## config.mk

```make
export PLATFORM = sky130hd
export DESIGN_NAME = cprv_decode_stage
export DESIGN_NICKNAME = d
export VERILOG_FILES = /design/src/rtl/cprv_decode_stage.sv
export SDC_FILE = /design/constraint.sdc
export NUM_CORES = 1
export LEC_CHECK = 0
export BUFFER_PORTS_ARGS = -buffer_cell sky130_fd_sc_hd__buf_2
export CAP_MARGIN = 30
export CORE_AREA = 2 2 262 264
export CTS_BUF_LIST = sky130_fd_sc_hd__clkbuf_8
export CTS_CLUSTER_DIAMETER = 200
export DETAILED_ROUTE_END_ITERATION = 7
export DIE_AREA = 0 0 264 266
export HOLD_SLACK_MARGIN = 0.02
export PLACE_DENSITY_LB_ADDON = 0.12
export SYNTH_ARGS = -nofsm -noshare
export SYNTH_HDL_FRONTEND = slang
export SYNTH_SLANG_ARGS = --single-unit
```

## constraint.sdc

```tcl
create_clock -name clk -period 21.5 [get_ports clk]
set_clock_uncertainty 0.05 [all_clocks]
set_input_delay 5.375 -clock clk [delete_from_list [all_inputs] [get_ports clk]]
set_output_delay 5.375 -clock clk [all_outputs]
set_load 0.005 [all_outputs]
```

## src/rtl/cprv_decode_stage.sv

```systemverilog
// cprv RV64 ID stage: decode, regfile read, hazard stall and registered payload to EX.
// Define CPRV_ID_FWD_EN to enable EX/MEM operand forwarding with load-use-only stalls.
module cprv_decode_stage #(
    parameter int XLEN        = 64,
    parameter int INSTR_WIDTH = 32,
    parameter int PC_WIDTH    = 64
) (
    input  logic                   clk,
    input  logic                   rst,
    input  logic                   valid_id_i,
    output logic                   ready_id_o,
    input  logic [INSTR_WIDTH-1:0] instr_data_id_i,
    input  logic [PC_WIDTH-1:0]    pc_id_i,
    input  logic                   flush_i,
    output logic [4:0]             rs1_addr_rf_o,
    output logic [4:0]             rs2_addr_rf_o,
    input  logic [XLEN-1:0]        rs1_data_rf_i,
    input  logic [XLEN-1:0]        rs2_data_rf_i,
    input  logic                   ex_fwd_valid_i,
    input  logic                   ex_fwd_is_load_i,
    input  logic [4:0]             ex_fwd_addr_i,
    input  logic [XLEN-1:0]        ex_fwd_data_i,
    input  logic                   mem_fwd_valid_i,
    input  logic [4:0]             mem_fwd_addr_i,
    input  logic [XLEN-1:0]        mem_fwd_data_i,
    output logic                   valid_ex_o,
    input  logic                   ready_ex_i,
    output logic [PC_WIDTH-1:0]    pc_ex_o,
    output logic [XLEN-1:0]        rs1_data_ex_o,
    output logic [XLEN-1:0]        rs2_data_ex_o,
    output logic [4:0]             rd_addr_ex_o,
    output logic                   rd_en_ex_o,
    output logic [XLEN-1:0]        imm_data_ex_o,
    output logic [6:0]             opcode_ex_o,
    output logic [2:0]             funct3_ex_o,
    output logic [6:0]             funct7_ex_o,
    output logic                   mem_r_en_ex_o,
    output logic                   mem_w_en_ex_o,
    output logic                   branch_ex_o,
    output logic                   illegal_ex_o
);

    localparam logic [6:0] OP_LUI    = 7'b0110111;
    localparam logic [6:0] OP_AUIPC  = 7'b0010111;
    localparam logic [6:0] OP_JAL    = 7'b1101111;
    localparam logic [6:0] OP_JALR   = 7'b1100111;
    localparam logic [6:0] OP_BRANCH = 7'b1100011;
    localparam logic [6:0] OP_LOAD   = 7'b0000011;
    localparam logic [6:0] OP_STORE  = 7'b0100011;
    localparam logic [6:0] OP_IMM    = 7'b0010011;
    localparam logic [6:0] OP_OP     = 7'b0110011;
    localparam logic [6:0] OP_IMM_32 = 7'b0011011;
    localparam logic [6:0] OP_OP_32  = 7'b0111011;
    localparam logic [6:0] OP_FENCE  = 7'b0001111;
    localparam logic [6:0] OP_SYSTEM = 7'b1110011;

    typedef struct packed {
        logic [PC_WIDTH-1:0] pc;
        logic [XLEN-1:0]     rs1_data;
        logic [XLEN-1:0]     rs2_data;
        logic [4:0]          rd_addr;
        logic                rd_en;
        logic [XLEN-1:0]     imm;
        logic [6:0]          opcode;
        logic [2:0]          funct3;
        logic [6:0]          funct7;
        logic                mem_r_en;
        logic                mem_w_en;
        logic                branch;
        logic                illegal;
    } payload_t;

    logic [31:0]     instr;
    logic [4:0]      rs1, rs2;
    logic            rs1_used, rs2_used;
    logic            stall, cke, accept;
    logic            hit_ex, hit_mem;
    logic [XLEN-1:0] op1, op2;
    payload_t        dec;
    payload_t        payload_d, payload_q;
    logic            valid_ex_d, valid_ex_q;

    assign instr         = instr_data_id_i[31:0];
    assign rs1           = instr[19:15];
    assign rs2           = instr[24:20];
    assign rs1_addr_rf_o = rs1;
    assign rs2_addr_rf_o = rs2;

    always_comb begin
        rs1_used = 1'b0;
        rs2_used = 1'b0;
        dec          = '0;
        dec.pc       = pc_id_i;
        dec.opcode   = instr[6:0];
        dec.funct3   = instr[14:12];
        dec.funct7   = instr[31:25];
        dec.rd_addr  = instr[11:7];
        dec.rs1_data = op1;
        dec.rs2_data = op2;
        case (instr[6:0])
            OP_OP, OP_OP_32: begin
                rs1_used  = 1'b1;
                rs2_used  = 1'b1;
                dec.rd_en = 1'b1;
            end
            OP_IMM, OP_IMM_32: begin
                rs1_used  = 1'b1;
                dec.rd_en = 1'b1;
                dec.imm   = {{(XLEN-12){instr[31]}}, instr[31:20]};
            end
            OP_LOAD: begin
                rs1_used     = 1'b1;
                dec.rd_en    = 1'b1;
                dec.mem_r_en = 1'b1;
                dec.imm      = {{(XLEN-12){instr[31]}}, instr[31:20]};
            end
            OP_STORE: begin
                rs1_used     = 1'b1;
                rs2_used     = 1'b1;
                dec.mem_w_en = 1'b1;
                dec.imm      = {{(XLEN-12){instr[31]}}, instr[31:25], instr[11:7]};
            end
            OP_BRANCH: begin
                rs1_used   = 1'b1;
                rs2_used   = 1'b1;
                dec.branch = 1'b1;
                dec.imm    = {{(XLEN-13){instr[31]}}, instr[31], instr[7],
                              instr[30:25], instr[11:8], 1'b0};
            end
            OP_JALR: begin
                rs1_used   = 1'b1;
                dec.rd_en  = 1'b1;
                dec.branch = 1'b1;
                dec.imm    = {{(XLEN-12){instr[31]}}, instr[31:20]};
            end
            OP_JAL: begin
                dec.rd_en  = 1'b1;
                dec.branch = 1'b1;
                dec.imm    = {{(XLEN-21){instr[31]}}, instr[31], instr[19:12],
                              instr[20], instr[30:21], 1'b0};
            end
            OP_LUI, OP_AUIPC: begin
                dec.rd_en = 1'b1;
                dec.imm   = {{(XLEN-32){instr[31]}}, instr[31:12], 12'b0};
            end
            OP_FENCE, OP_SYSTEM: begin
                dec.imm = {{(XLEN-12){instr[31]}}, instr[31:20]};
            end
            default: dec.illegal = 1'b1;
        endcase
        if (instr[11:7] == 5'd0) dec.rd_en = 1'b0;
    end

    assign hit_ex  = ex_fwd_valid_i & (ex_fwd_addr_i != 5'd0) &
                     ((rs1_used & (rs1 == ex_fwd_addr_i)) | (rs2_used & (rs2 == ex_fwd_addr_i)));
    assign hit_mem = mem_fwd_valid_i & (mem_fwd_addr_i != 5'd0) &
                     ((rs1_used & (rs1 == mem_fwd_addr_i)) | (rs2_used & (rs2 == mem_fwd_addr_i)));

`ifdef CPRV_ID_FWD_EN
    function automatic logic [XLEN-1:0] fwd_sel(
        input logic [4:0]      rs,
        input logic [XLEN-1:0] rf,
        input logic            ex_v,
        input logic [4:0]      ex_a,
        input logic [XLEN-1:0] ex_d,
        input logic            mem_v,
        input logic [4:0]      mem_a,
        input logic [XLEN-1:0] mem_d
    );
        if (rs == 5'd0)                    return '0;
        else if (ex_v && (ex_a == rs))     return ex_d;
        else if (mem_v && (mem_a == rs))   return mem_d;
        else                               return rf;
    endfunction

    assign op1 = fwd_sel(rs1, rs1_data_rf_i, ex_fwd_valid_i, ex_fwd_addr_i, ex_fwd_data_i,
                         mem_fwd_valid_i, mem_fwd_addr_i, mem_fwd_data_i);
    assign op2 = fwd_sel(rs2, rs2_data_rf_i, ex_fwd_valid_i, ex_fwd_addr_i, ex_fwd_data_i,
                         mem_fwd_valid_i, mem_fwd_addr_i, mem_fwd_data_i);
    // A load result is not ready in EX, so only that case stalls.
    assign stall = valid_id_i & hit_ex & ex_fwd_is_load_i;
`else
    logic unused_fwd;
    assign unused_fwd = ^{ex_fwd_is_load_i, ex_fwd_data_i, mem_fwd_data_i};
    assign op1   = (rs1 == 5'd0) ? '0 : rs1_data_rf_i;
    assign op2   = (rs2 == 5'd0) ? '0 : rs2_data_rf_i;
    // Without bypass paths, wait until every pending producer has retired to the regfile.
    assign stall = valid_id_i & (hit_ex | hit_mem);
`endif

    assign cke        = ~valid_ex_q | ready_ex_i;
    assign ready_id_o = flush_i | (cke & ~stall);
    assign accept     = valid_id_i & ready_id_o & ~flush_i;

    always_comb begin
        valid_ex_d = valid_ex_q;
        payload_d  = payload_q;
        if (flush_i)  valid_ex_d = 1'b0;
        else if (cke) valid_ex_d = valid_id_i & ~stall;
        if (accept)   payload_d  = dec;
    end

    always_ff @(posedge clk or posedge rst) begin
        if (rst) begin
            valid_ex_q <= 1'b0;
            payload_q  <= '0;
        end else begin
            valid_ex_q <= valid_ex_d;
            payload_q  <= payload_d;
        end
    end

    assign valid_ex_o    = valid_ex_q;
    assign pc_ex_o       = payload_q.pc;
    assign rs1_data_ex_o = payload_q.rs1_data;
    assign rs2_data_ex_o = payload_q.rs2_data;
    assign rd_addr_ex_o  = payload_q.rd_addr;
    assign rd_en_ex_o    = payload_q.rd_en;
    assign imm_data_ex_o = payload_q.imm;
    assign opcode_ex_o   = payload_q.opcode;
    assign funct3_ex_o   = payload_q.funct3;
    assign funct7_ex_o   = payload_q.funct7;
    assign mem_r_en_ex_o = payload_q.mem_r_en;
    assign mem_w_en_ex_o = payload_q.mem_w_en;
    assign branch_ex_o   = payload_q.branch;
    assign illegal_ex_o  = payload_q.illegal;

endmodule

```

== After elaboration in Yosys (flattened, before gate mapping) ==
Cells that the tools add are included.
Word-level totals
  register bits: 284
  input port bits: 370
  output and inout port bits: 295
  logic and storage cells: 78
Cells by class
  equal/unequal tests: 17
  multiplexer cells: 13
  bitwise operators: 21
  reductions and logical operators: 13
Operators by type and width (number)
  64-bit case mux with 5 select lines: 1
  64-bit 2-to-1 mux: 2
  7-bit by 6-bit equality test with 1-bit output (second input constant): 4
  7-bit equality test (second input constant): 4
  7-bit by 5-bit equality test with 1-bit output (second input constant): 3
  5-bit equality test: 4
  5-bit zero test: 3
  1-bit bitwise AND: 13
  13-bit OR reduction: 1
  1-bit 2-to-1 mux: 10
  5-bit nonzero test: 2
  9-bit OR reduction: 1
  8-bit OR reduction: 1
  7-bit by 2-bit equality test with 1-bit output (second input constant): 1
  7-bit by 4-bit equality test with 1-bit output (second input constant): 1
  6-bit OR reduction: 1
  1-bit bitwise OR: 5
  4-bit OR reduction: 1
  1-bit NOT: 3
  3-bit OR reduction: 1
  2-bit nonzero test: 1
  2-bit OR reduction: 1

== Logic depth before layout (Yosys ltp) ==
Gate-level depths: netlist (run 1).
  depth in word-level cells: 13
  gate-level depth with buffers: 10
  gate-level depth less buffers: 6

== Worst setup path before layout (run 1) ==
Ideal clock, no wire load.
  kind: input-to-output
  from: in ex_fwd_addr_i[1]
  to: out ready_id_o
  arrival: 6.546 ns
  required time: 16.075 ns
  slack: 9.529 ns
  stages on the path: 6
  path buffers: 0
  path through: or4_1 o21ai_1 nor4_1 a21oi_1 a21boi_0 o21bai_1
On the way
  word-level cells in the longest chain between the ends: 9
  elaborated cells on any way between the ends: 13
  those cells by class: 2 x eq/ne; 10 x bitwise; 1 x reduce/logical
Ends and longest elaborated chain
  from (decl): RTL line 21  | input logic [4:0] ex_fwd_addr_i,
  5-bit equality test: RTL line 155  | ((rs1_used & (rs1 == ex_fwd_addr_i)) | (rs2_used & (rs2 == ex_fwd_addr_i)));
  1-bit bitwise AND: RTL line 155
  1-bit bitwise OR: RTL line 155
  1-bit bitwise AND (*): RTL line 154  | assign hit_ex = ex_fwd_valid_i & (ex_fwd_addr_i != 5'd0) &
  1-bit bitwise OR (*): RTL line 188  | assign stall = valid_id_i & (hit_ex | hit_mem);
  1-bit bitwise AND (*): RTL line 188
  1-bit NOT (*): RTL line 192  | assign ready_id_o = flush_i | (cke & ~stall);
  1-bit bitwise AND (*): RTL line 192
  1-bit bitwise OR (*): RTL line 192
  to (decl): RTL line 11  | output logic ready_id_o,
Mark *: on every way between the ends. The rest lies on a longest branch, timed or not.

== Final worst setup path (run 1) ==
Ends and elaborated chain as after synthesis.

==> flow_metrics.py, run 1 <==
metrics = {
    "place": {
        "place_congestion": 0.733,
        "dp_hpwl_um": 30200,
        "io_buffers": 535,
        "dp_slack_ns": 8.60,
    },
    "sta": {
        "rsz0062_at_grt": "false",
        "hold_violations": 0,
        "tns_ns": 0,
        "holdWs_ns": 0.444,
        "setup_viol": 0,
        "relSlewSlack_pct": 37.1,
        "timing.final.ws_setup_ns": 8.66,
        "period_needed_ns": 12.84,
        "finalCritPeriodShare_pct": 59.7,
        "tightestPinTransition_ns": 0.944,
        "slew_viol_final": 0,
        "fmax_ghz": 0.0779,
    },
    "logic_synthesis": {
        "yosys_warnings": 0,
        "yosysTopAreaCellShare_pct": 60.2,
        "avgSynthCellArea_um2": 13.5,
        "netlist_area_um2": 10500,
        "synthesis.nets": 1146,
        "synth-main-ff-cell": "dfrtp_1",
        "synth_edf_count": 0,
        "ys_top_cells_by_area": "dfrtp_1, a22o_1, mux2_2",
        "yosysTopAreaCell": "dfrtp_1",
        "yosysUniqueCellTypes": 43,
        "syn-instance-count": 776,
        "async_flop_share_pct": 100,
        "yosys_register_bits": 252,
        "synth-seq-area-share_pct": 60.2,
    },
    "job": {
        "maxCapViolations": 0,
    },
    "cts": {
        "clk_pin_slew_ns": 0.06,
        "cts_setup_buffers": 0,
        "clockBufferDepth": 3,
        "cts_root_buffer": "clkbuf_8",
        "holdBufCountCts": 0,
        "clock-sinks": 252,
        "h-tree-depth": 2,
        "ctsResizeCount": 0,
        "cts_buffers": 51,
        "tritoncts": "done",
        "clock_latency_ns": 0.62,
    },
    "critical_path": {
        "slowest_stage": "a21oi_1",
        "required_ns": 16.08,
        "reg2reg_from": "valid_ex_o$_DFFE_PP0P_",
        "worstRegToRegCells": 6,
        "crit_chain": "buf_2 > or4_1 > o21ai_1 > nor4_1 > a21oi_1 > a21boi_0 > o21bai_1 > buf_2",
        "timing.rr.end": "pc_ex_o[45]$_DFFE_PP0P_",
        "cp_max_fo": 4,
        "end_kind": "output port",
        "worstSetupStartpoint": "ex_fwd_addr_i[1]",
        "crit_arrival_ns": 7.41,
        "slowest_delay_ns": 0.57,
        "r2r_setup_slack_ns": 18.18,
        "start_kind": "input pin",
        "path_common_cell": "buf_2",
        "critical_path_class": "in2out",
    },
    "power_and_ir_drop": {
        "sequentialPowerShare_pct": 44.5,
        "clkPwrFrac_pct": 36.5,
        "power.leakage_nw": 7.57,
        "p_sw_share_pct": 29.0,
        "p_comb_share_pct": 19.0,
        "cell_internal_pwr_mw": 0.925,
        "ir_drop_v": 0.0000402,
        "power_density_nw_per_um2": 88.1,
        "p_switching_mw": 0.377,
    },
    "global_route": {
        "grt_pass1_vias": 8783,
        "grt_pass1_wl_um": 60500,
        "grt_usage_pct": 11.5,
        "grt.overflow.total": 0,
        "grt_start_max_net_pins": 83,
        "antenna_found_initial": 8,
    },
    "floorplanning": {
        "io_pins": 665,
        "initial_core_util_pct": 15.5,
        "rows": 96,
        "core_area_um2": 67700,
        "die_y_um": 266,
        "die-area_um2": 70200,
        "die_width_um": 264,
    },
    "worst_hold_path": {
        "hold_depth": 1,
        "holdPathEnd": "rs2_data_ex_o[59]$_DFFE_PP0P_",
        "hold_path.class": "reg2reg",
        "hp-start": "rs2_data_ex_o[59]$_DFFE_PP0P_",
    },
    "routing": {
        "avgRoutedWirePerCell_um": 19.0,
        "first_pass_iters": 4,
        "wl_um": 42100,
        "vias": 8390,
        "drc": 0,
        "ant_nets": 0,
        "avgViaCountPerCell": 3.80,
        "drtIter0Drc": 310,
    },
    "finish": {
        "layout_common_cells": "buf_2, dfrtp_1, a22o_1, mux2_2, clkbuf_8",
        "layout_commonest_cell": "buf_2",
        "fin_nets": 1656,
        "drive_above_1_share_pct": 54.4,
        "area_delta_synth_final_pct": 41.0,
    },
    "status": {
        "status": "finished, final reports clean",
    },
}
-- kinds of logic (layout without fill, tap and decap cells) --
group | after synthesis | in the layout | share of synthesized area, %
simple gates | 72 | 72 | 3.52
other cells | 0 | 6 | 0
xor+xnor | 20 | 20 | 1.67
buf+inv | 121 | 665 | 6.69
flops | 252 | 252 | 60.2
compound gates | 189 | 189 | 14.2
mux | 122 | 122 | 13.7
-- state kept, by name (all words and copies together), names as in the netlist, 3 cells and up --
register	flops
rs2_data_ex_o	64
pc_ex_o	64
rs1_data_ex_o	64
funct7_ex_o	7
imm_data_ex_o	32
opcode_ex_o	7
rd_addr_ex_o	5
funct3_ex_o	3
-- through the flow --
step / util [%] / std cells / power, mW / cell area, µm²
6_report: 21.8 / 2208 / 1.30 / 14800
5_1_grt: 21.8 / 2208 / 1.39 / 14800
4_1_cts: 21.8 / 2202 / 1.34 / 14800
3_5_place_dp: 20.4 / 2115 / 0.839 / 13800
3_3_place_gp: 20.3 / 2112 / 0.840 / 13800
2_1_floorplan: - / 776 / 0.702 / 10500
-- critical path: cells and delay by family --
kind                   cells  cell delay, ns
AO/OA/AOI/OAI              4            1.14
buffers and inverters      2            0.28
AND/OR/NAND/NOR            2            0.62
-- Yosys cell counts, types with 3 or more instances --
master and number:
a22o_1 132, nor4_1 4, buf_2 35, nand2_1 21, nor2_1 14, nand2b_1 5, and3b_1 4, xor2_1 9
buf_6 5, mux2_2 72, clkbuf_1 8, nand3_1 5, mux2_4 25, a21oi_1 33, inv_1 29, buf_4 44
o21ai_0 8, nor3_1 4, dfrtp_1 252, mux2i_1 25, xnor2_1 11, or4_1 3
-- worst max path at each step --
stage                                   end  cells after the start
floorplan           branch_ex_o$_DFFE_PP0P_                      1
global placement                 ready_id_o                      8
detailed placement               ready_id_o                      8
CTS                              ready_id_o                      8
global route                     ready_id_o                      8
finish                           ready_id_o                      8
-- power by group through the flow --
stage	sequential (mW)	combinational, mW	clock [mW]
5_1_grt	0.588	0.271	0.527
4_1_cts	0.579	0.254	0.509
2_1_floorplan	0.593	0.108	0
3_3_place_gp	0.585	0.254	0
3_5_place_dp	0.586	0.253	0
6_report	0.579	0.247	0.476
-- layer usage --
metal	up-vias	share of wire (%)	global-route usage, %
met2	342	45	17.7
met3	91	8.5	4.33
met5	-	0.064	0
met4	4	3.5	4.67
li1	3778	-	-
met1	4175	42	14.6
-- cell type report --
class / instances / area (µm²)
antenna: 6 / 15.0
clock buffer: 60 / 826
clock inverter: 27 / 116
fill: 7437 / 53000
inverter: 29 / 116
multi-input combinational: 403 / 3480
sequential: 252 / 6310
tap: 882 / 1100
timing repair buffer: 549 / 2810
(Power assumes the default switching activity.)
==> run 2, diff against run 1 <==
Settings changed: CORE_AREA 2 2 262 264 to 2 2 256 258, DIE_AREA 0 0 264 266 to 0 0 258 260.
Clock period 21.5 ns to 10.31 ns, I/O delays scaled along.
==> run 2 against run 1 <==
  * Utilization rose by 1.4 points
  * Critical path type unchanged
  * First-iteration DRC count increased by 30%
  * Worst setup slack lost 5.6 ns
  * Clock power is 140% higher
  * Critical endpoint unchanged
==> flow_metrics.py, run 2 (synthesis gave the netlist of run 1 again) <==
metrics = {
    "status": {
        "status": "finished, final reports clean",
    },
    "floorplanning": {
        "rows": 93,
        "die-area_um2": 67100,
        "io_pins": 665,
        "core_area_um2": 64100,
        "die_width_um": 258,
        "initial_core_util_pct": 16.3,
        "die_y_um": 260,
    },
    "cts": {
        "h-tree-depth": 2,
        "tritoncts": "done",
        "ctsResizeCount": 0,
        "clockBufferDepth": 3,
        "clk_pin_slew_ns": 0.06,
        "cts_setup_buffers": 0,
        "clock-sinks": 252,
        "holdBufCountCts": 0,
        "cts_buffers": 52,
        "clock_latency_ns": 0.62,
        "cts_root_buffer": "clkbuf_8",
    },
    "finish": {
        "drive_above_1_share_pct": 55.0,
        "seq_area_um2": 6310,
        "nFillCells": 6970,
        "fin_nets": 1654,
        "layout_common_cells": "buf_2, dfrtp_1, a22o_1, mux2_2, clkbuf_8",
        "multi_input_area_um2": 3480,
        "layout_commonest_cell": "buf_2",
        "area_delta_synth_final_pct": 42.3,
    },
    "critical_path": {
        "end_kind": "output port",
        "cp_max_fo": 4,
        "start_kind": "input pin",
        "worstRegToRegCells": 5,
        "crit_arrival_ns": 4.58,
        "r2r_setup_slack_ns": 7.30,
        "required_ns": 7.68,
        "crit_end": "ready_id_o",
        "reg2reg_from": "valid_ex_o$_DFFE_PP0P_",
        "worstSetupStartpoint": "ex_fwd_addr_i[1]",
        "critical_path_class": "in2out",
        "timing.rr.end": "pc_ex_o[31]$_DFFE_PP0P_",
    },
    "sta": {
        "fmax_ghz": 0.139,
        "period_needed_ns": 7.21,
        "hold_violations": 0,
        "setup_viol": 0,
        "tns_ns": 0,
        "rsz0062_at_grt": "false",
        "finalCritPeriodShare_pct": 69.9,
        "slew_viol_final": 0,
        "relSlewSlack_pct": 35.6,
        "tightestPinTransition_ns": 0.962,
        "timing.final.ws_setup_ns": 3.10,
    },
    "power_and_ir_drop": {
        "ir_drop_v": 0.0000822,
        "p_switching_mw": 0.787,
        "p_sw_share_pct": 27.7,
        "power_mw": 2.85,
        "sequentialPowerShare_pct": 42.4,
        "power_density_nw_per_um2": 191,
        "power.leakage_nw": 7.63,
        "cell_internal_pwr_mw": 2.06,
        "p_comb_share_pct": 17.9,
        "clkPwrFrac_pct": 39.7,
    },
    "place": {
        "place_congestion": 0.744,
        "io_buffers": 535,
        "dp_hpwl_um": 29200,
        "dp_slack_ns": 3.00,
    },
    "global_route": {
        "grt.overflow.total": 0,
        "grt_pass1_wl_um": 59900,
        "grt_start_max_net_pins": 134,
        "grt_usage_pct": 11.8,
        "grt_pass1_vias": 8763,
        "antenna_found_initial": 5,
    },
    "routing": {
        "vias": 8294,
        "drtIter0Drc": 404,
        "first_pass_iters": 5,
        "drc": 0,
        "wl_um": 41300,
        "avgViaCountPerCell": 3.80,
        "avgRoutedWirePerCell_um": 18.9,
        "ant_nets": 0,
    },
    "job": {
        "maxCapViolations": 0,
    },
    "worst_hold_path": {
        "hold_path.class": "reg2reg",
    },
}
run 2: changes by cell type in the layout (fill, tap and decap cells not counted), moves of 2 or more:
cell	change
inv_1	-8
clkinvlp_4	-2
bufinv_16	+2
buf_12	+2
buf_4	-4
clkbuf_8	+10
diode_2	-2
run 2: routing by layer:
layer | GRT usage [%] | routed length (µm) | up-vias
met2 | 19.4 | 19800 | 322
met3 | 4.26 | 3440 | 58
met1 | 14.5 | 17100 | 4127
met4 | 3.69 | 843 | 6
met5 | 0 | 42 | -
li1 | - | - | 3781
run 2: worst min-delay path by stage:
stage	endpoint	slack [ns]	cells past startpoint	start
2_1_floorplan	opcode_ex_o[2]$_DFFE_PP0P_	0.44	1	opcode_ex_o[2]$_DFFE_PP0P_
3_3_place_gp	opcode_ex_o[2]$_DFFE_PP0P_	0.42	1	opcode_ex_o[2]$_DFFE_PP0P_
3_5_place_dp	opcode_ex_o[2]$_DFFE_PP0P_	0.43	1	opcode_ex_o[2]$_DFFE_PP0P_
4_1_cts	opcode_ex_o[2]$_DFFE_PP0P_	0.44	1	opcode_ex_o[2]$_DFFE_PP0P_
5_1_grt	opcode_ex_o[2]$_DFFE_PP0P_	0.45	1	opcode_ex_o[2]$_DFFE_PP0P_
6_report	opcode_ex_o[2]$_DFFE_PP0P_	0.44	1	opcode_ex_o[2]$_DFFE_PP0P_
run 2: power groups by stage:
stage,clock [mW],combinational (mW),sequential (mW)
final,1.13,0.510,1.21
after global routing,1.24,0.560,1.23
after CTS,1.19,0.526,1.21
after global placement,0,0.525,1.22
after floorplan,0,0.226,1.24
after detailed placement,0,0.525,1.22
run 2: stage by stage:
| stage | hold slack, ns | instance area [µm²] | util (%) | instances |
|---|---|---|---|---|
| final | 0.438 | 14900 | 23.2 | 2180 |
| after global routing | 0.454 | 14900 | 23.2 | 2177 |
| after CTS | 0.444 | 14900 | 23.2 | 2175 |
| after detailed placement | 0.430 | 13700 | 21.4 | 2084 |
| after global placement | 0.424 | 13700 | 21.4 | 2082 |
| after floorplan | 0.439 | 10500 | - | 776 |
run 2: critical path, stage by stage:
cell and delay, ns:
buf_2 0.12, or4_1 0.51, o21ai_1 0.21, nor4_1 0.10, a21oi_1 0.44, a21boi_0 0.28, o21bai_1 0.18, buf_2 0.16
run 2: final cells by class:
type | instances | share of cell area [%]
Multi-Input combinational cell | 403 | 23.3
Clock buffer | 70 | 6.46
Antenna cell | 4 | 0.0672
Tap cell | 855 | 7.18
Inverter | 29 | 0.781
Timing Repair Buffer | 546 | 18.8
Sequential cell | 252 | 42.3
Clock inverter | 21 | 1.04
